$ cat src/rtl/modexp_controller.sv
// Modular exponentiation sequencer: constant-time left-to-right square-and-multiply
// driving one shared external combinational modular multiplier.
module modexp_controller #(
   parameter int unsigned DATA_WIDTH = 8,
   parameter int unsigned EXP_WIDTH  = 8
) (
   input  logic                  clk,
   input  logic                  reset,
   input  logic                  start,
   input  logic [DATA_WIDTH-1:0] base,
   input  logic [EXP_WIDTH-1:0]  exponent,
   input  logic [DATA_WIDTH-1:0] modulant,
   output logic                  busy,
   output logic                  done,
   output logic                  err,
   output logic [DATA_WIDTH-1:0] result,
   output logic [DATA_WIDTH-1:0] mul_a,
   output logic [DATA_WIDTH-1:0] mul_b,
   output logic [DATA_WIDTH-1:0] mul_modulant,
   input  logic [DATA_WIDTH-1:0] mul_out
);

   localparam int unsigned IdxW = (EXP_WIDTH > 1) ? $clog2(EXP_WIDTH) : 1;
   localparam logic [IdxW-1:0] IdxTop = IdxW'(EXP_WIDTH - 1);

   typedef enum logic [1:0] {StIdle, StSquare, StMult, StDone} state_e;

   state_e                state_q;
   logic [DATA_WIDTH-1:0] base_q;
   logic [EXP_WIDTH-1:0]  exp_q;
   logic [DATA_WIDTH-1:0] mod_q;
   logic [DATA_WIDTH-1:0] acc_q;
   logic [IdxW-1:0]       idx_q;
   logic [DATA_WIDTH-1:0] result_q;
   logic                  err_q;
   logic [DATA_WIDTH-1:0] mult_sel;

   // The multiply is always issued; only the write-back depends on the exponent bit.
   assign mult_sel = exp_q[idx_q] ? mul_out : acc_q;

   always_comb begin
      mul_a = '0;
      mul_b = '0;
      unique case (state_q)
         StSquare: begin
            mul_a = acc_q;
            mul_b = acc_q;
         end
         StMult: begin
            mul_a = acc_q;
            mul_b = base_q;
         end
         default: ;
      endcase
   end

   assign busy         = (state_q == StSquare) || (state_q == StMult);
   assign done         = (state_q == StDone);
   assign err          = err_q;
   assign result       = result_q;
   assign mul_modulant = mod_q;

   always_ff @(posedge clk) begin
      if (reset) begin
         state_q  <= StIdle;
         base_q   <= '0;
         exp_q    <= '0;
         mod_q    <= '0;
         acc_q    <= '0;
         idx_q    <= '0;
         result_q <= '0;
         err_q    <= 1'b0;
      end else begin
         unique case (state_q)
            StIdle: begin
               if (start) begin
                  base_q <= base;
                  exp_q  <= exponent;
                  mod_q  <= modulant;
                  err_q  <= 1'b0;
                  acc_q  <= DATA_WIDTH'(1);
                  idx_q  <= IdxTop;
                  if (modulant == '0) begin
                     result_q <= '0;
                     err_q    <= 1'b1;
                     state_q  <= StDone;
                  end else begin
                     state_q <= StSquare;
                  end
               end
            end
            StSquare: begin
               acc_q   <= mul_out;
               state_q <= StMult;
            end
            StMult: begin
               acc_q <= mult_sel;
               if (idx_q == '0) begin
                  result_q <= mult_sel;
                  state_q  <= StDone;
               end else begin
                  idx_q   <= idx_q - 1'b1;
                  state_q <= StSquare;
               end
            end
            StDone: state_q <= StIdle;
            default: state_q <= StIdle;
         endcase
      end
   end

endmodule

$ cat config.mk
export PLATFORM = sky130hd
export DESIGN_NAME = modexp_controller
export DESIGN_NICKNAME = d
export VERILOG_FILES = /design/src/rtl/modexp_controller.sv
export SDC_FILE = /design/constraint.sdc
export NUM_CORES = 1
export LEC_CHECK = 0
export ABC_AREA = 1
export BUFFER_PORTS_ARGS = -buffer_cell sky130_fd_sc_hd__buf_2
export CAP_MARGIN = 20
export CORE_ASPECT_RATIO = 0.7
export CORE_MARGIN = 4
export CORE_UTILIZATION = 25
export DETAILED_ROUTE_END_ITERATION = 7
export REMOVE_ABC_BUFFERS = 1
export SYNTH_ARGS = -nofsm -noshare
export SYNTH_HDL_FRONTEND = slang
export SYNTH_SLANG_ARGS = --single-unit
$ cat constraint.sdc
create_clock -name clk -period 2.1 [get_ports clk]
set_clock_uncertainty 0.15 [all_clocks]
set_input_delay 0.21 -clock clk [delete_from_list [all_inputs] [get_ports clk]]
set_output_delay 0.21 -clock clk [all_outputs]
set_load 0.05 [all_outputs]
==> flow_summary.json <==
{
  "status": "finished, final reports clean",
  "ys_seq_area_share_pct": 39.3,
  "synth_cells": 325,
  "track_usage_pct": 12.2,
  "drc": 0,
  "clkLatencyLatePin_ps": 280,
  "synthArstFlopShare_pct": 0,
  "fmax_ghz": 0.495,
  "num_rows": 29,
  "port-buffer-count": 69,
  "swShare_pct": 32.9,
  "ys_warn_count": 0,
  "cts.sinks": 46,
  "drive_above_1_share_pct": 30.9,
  "maxSlewViolCount": 0,
  "dieWidth_microns": 124,
  "grt_max_degree": 36,
  "synth-edff-count": 0,
  "die_height_microns": 89.1,
  "finalHoldViolCount": 0,
  "p_clk_share_pct": 33.9,
  "cp-start-kind": "register",
  "grt_pass1_wl_mm": 10.7,
  "post-route-period-util_pct": 96.3,
  "slew_headroom_pct": 63.3,
  "synthTopCellsByArea": "dfxtp_1 39%, nand2_1 9.0%, o21ai_0 8.5%",
  "grt_pass1_vias": 2198,
  "path_max_fanout": 13,
  "pwr-share-comb_pct": 25.0,
  "timing.hold.ws_ps": 25.3,
  "root_buffer": "clkbuf_16",
  "crit_required_ps": 1740,
  "synthFlopType": "dfxtp_1",
  "clkTransAtPathRegs_ps": 60,
  "min_period_ps": 2020,
  "area_delta_synth_final_pct": 30.8,
  "crit_path_end_kind": "output port",
  "crit_type": "register to output port",
  "vias_per_cell": 4.27,
  "dieArea_sq_um": 11000,
  "worst_pin_slew_ps": 550,
  "yosys.area.top_type": "dfxtp_1",
  "seqPwrFrac_pct": 41.2,
  "antennaDiodeCount": 0,
  "stdcell_area_sq_um": 3070,
  "place_hpwl_mm": 4.92,
  "synth_area_sq_um": 2350,
  "setup_viol": 0,
  "ioPinCount": 70,
  "drt_pass1_iterations": 4,
  "initial_core_util_pct": 25.8,
  "vdd_drop_max_uv": 346,
  "p_int_w": 0.00161,
  "hold_path.class": "input port to register",
  "synth.most_common_cell": "nand2_1",
  "p_leak_nw": 1.45,
  "synth.top_cell.area_share_pct": 39.3,
  "cap_violations": 0,
  "cts_made_buffers": 5,
  "clockBufferDepth": 2,
  "num_vias": 2230,
  "synth_area_per_cell_sq_um": 7.22,
  "gr-total-overflow": 0,
  "wl_per_cell_microns": 12.3,
  "totalPowerFinal_w": 0.00240,
  "drt-total-wl_mm": 6.43,
  "place_area_sq_um": 2840,
  "ys_seq_elements": 46,
  "antenna_found_initial": 0,
  "core-area_sq_um": 9110,
  "synthDistinctLibCells": 26,
  "fin_setup_tns_ps": 0,
  "power_density_nw_per_um2": 781,
  "ctsHtreeMaxLevel": 2,
  "gp_congestion": 0.806,
  "detail_route.iter0.violations": 80,
  "cts_tree": "yes",
  "net-switching-power_w": 0.000789,
  "synth_common_cells": "56 x nand2_1, 46 x dfxtp_1, 40 x inv_1, 40 x nor2_1, 40 x o21ai_0",
  "rsz0062_at_grt": "no",
  "ant_nets": 0,
  "nets": 438,
  "worstPathArrival_ps": 1660
}
[worst paths after layout]
kind / from / to / slack [ps] / cells after the start
worst max-delay path: state_q[1] / mul_b[7] / 80 / 6
worst min-delay path: base[1] / base_q[1] / 30 / 3
worst max register to register: state_q[1] / acc_q[7] / 290 / 8
worst min register to register: exp_q[7] / exp_q[7] / 310 / 2
[area by class of cell]
cell class,instances,area [sq um]
fillers,1001,6040
multi-input cells,221,1210
flip-flops and latches,46,923
repair buffers,79,464
inverters,44,165
well taps,124,155
clock buffers,6,139
clock inverters,2,12.5
[registers in the layout (all words and copies together) (netlist names)]
register and cells:
base_q 8, idx_q 3, err 1, result 8
mul_modulant 8, state_q 2, exp_q 8, acc_q 8
[what timing repair did]
item | in CTS | in global routing
hold buffers | 0 | 0
setup buffers | 0 | 2
endpoints found under the setup margin | 14 | 16
gates resized for setup | 12 | 9
gates cloned | 0 | 0
[kinds of logic (layout without fill, tap and decap cells)]
group | Yosys count | count (layout) | share of synthesized area, %
flip-flops | 46 | 46 | 39.3
adder cells (fa/ha/maj) | 6 | 6 | 3.20
AO/OA/AOI/OAI | 76 | 76 | 17.7
AND/OR/NAND/NOR | 138 | 138 | 29.7
XOR/XNOR | 1 | 1 | 0.373
buffers and inverters | 58 | 131 | 9.76
[stage by stage]
stage                     std cells  setup WS [ps]  util (%)
after floorplan                 311           -732         -
after global placement          512            120      31.2
after detailed placement        512            104      31.2
after CTS                       520           14.0      33.2
after global routing            522           7.46      33.7
final                           522           78.3      33.7
[critical path, cell delays in order, from the launching register on]
cell and delay, ps:
dfxtp_2 350, inv_1 90, ha_4 320, buf_6 150, nand2_1 80, o21ai_1 160
buf_4 220
[cell usage in the layout, fill, tap and decap left out, types with 2 or more instances in the layout]
| cell | netlist | final |
|---|---|---|
| a21oi_1 | 20 | 20 |
| o21ai_1 | 4 | 9 |
| dfxtp_1 | 46 | 44 |
| nand2_2 | 8 | 8 |
| nor2_1 | 40 | 40 |
| o21ai_0 | 40 | 35 |
| nand2_1 | 56 | 56 |
| nand3_2 | 9 | 9 |
| a31oi_1 | 4 | 4 |
| buf_6 | 1 | 3 |
| ha_1 | 6 | 5 |
| nand3_4 | 2 | 2 |
| buf_2 | 0 | 61 |
| inv_1 | 40 | 40 |
| inv_2 | 3 | 3 |
| a21oi_2 | 7 | 7 |
| buf_4 | 1 | 14 |
| clkbuf_16 | 0 | 5 |
| dfxtp_2 | 0 | 2 |
| nand3_1 | 19 | 19 |
[per-layer routing]
layer | track usage [%] | up-vias | wire length, microns
met5 | 0 | - | 0
met4 | 2.71 | 0 | 65
met3 | 2.40 | 5 | 279
met2 | 18.0 | 47 | 2660
met1 | 18.2 | 987 | 3420
li1 | - | 1191 | -
[power by group through the flow]
stage | logic, W | clock network, W | registers (W)
final | 0.000599 | 0.000812 | 0.000987
after CTS | 0.000597 | 0.000829 | 0.000986
after floorplan | 0.000334 | 0 | 0.00109
after global placement | 0.000580 | 0 | 0.00100
after global routing | 0.000671 | 0.000875 | 0.000996
after detailed placement | 0.000586 | 0 | 0.00101
(Power assumes the default switching activity.)
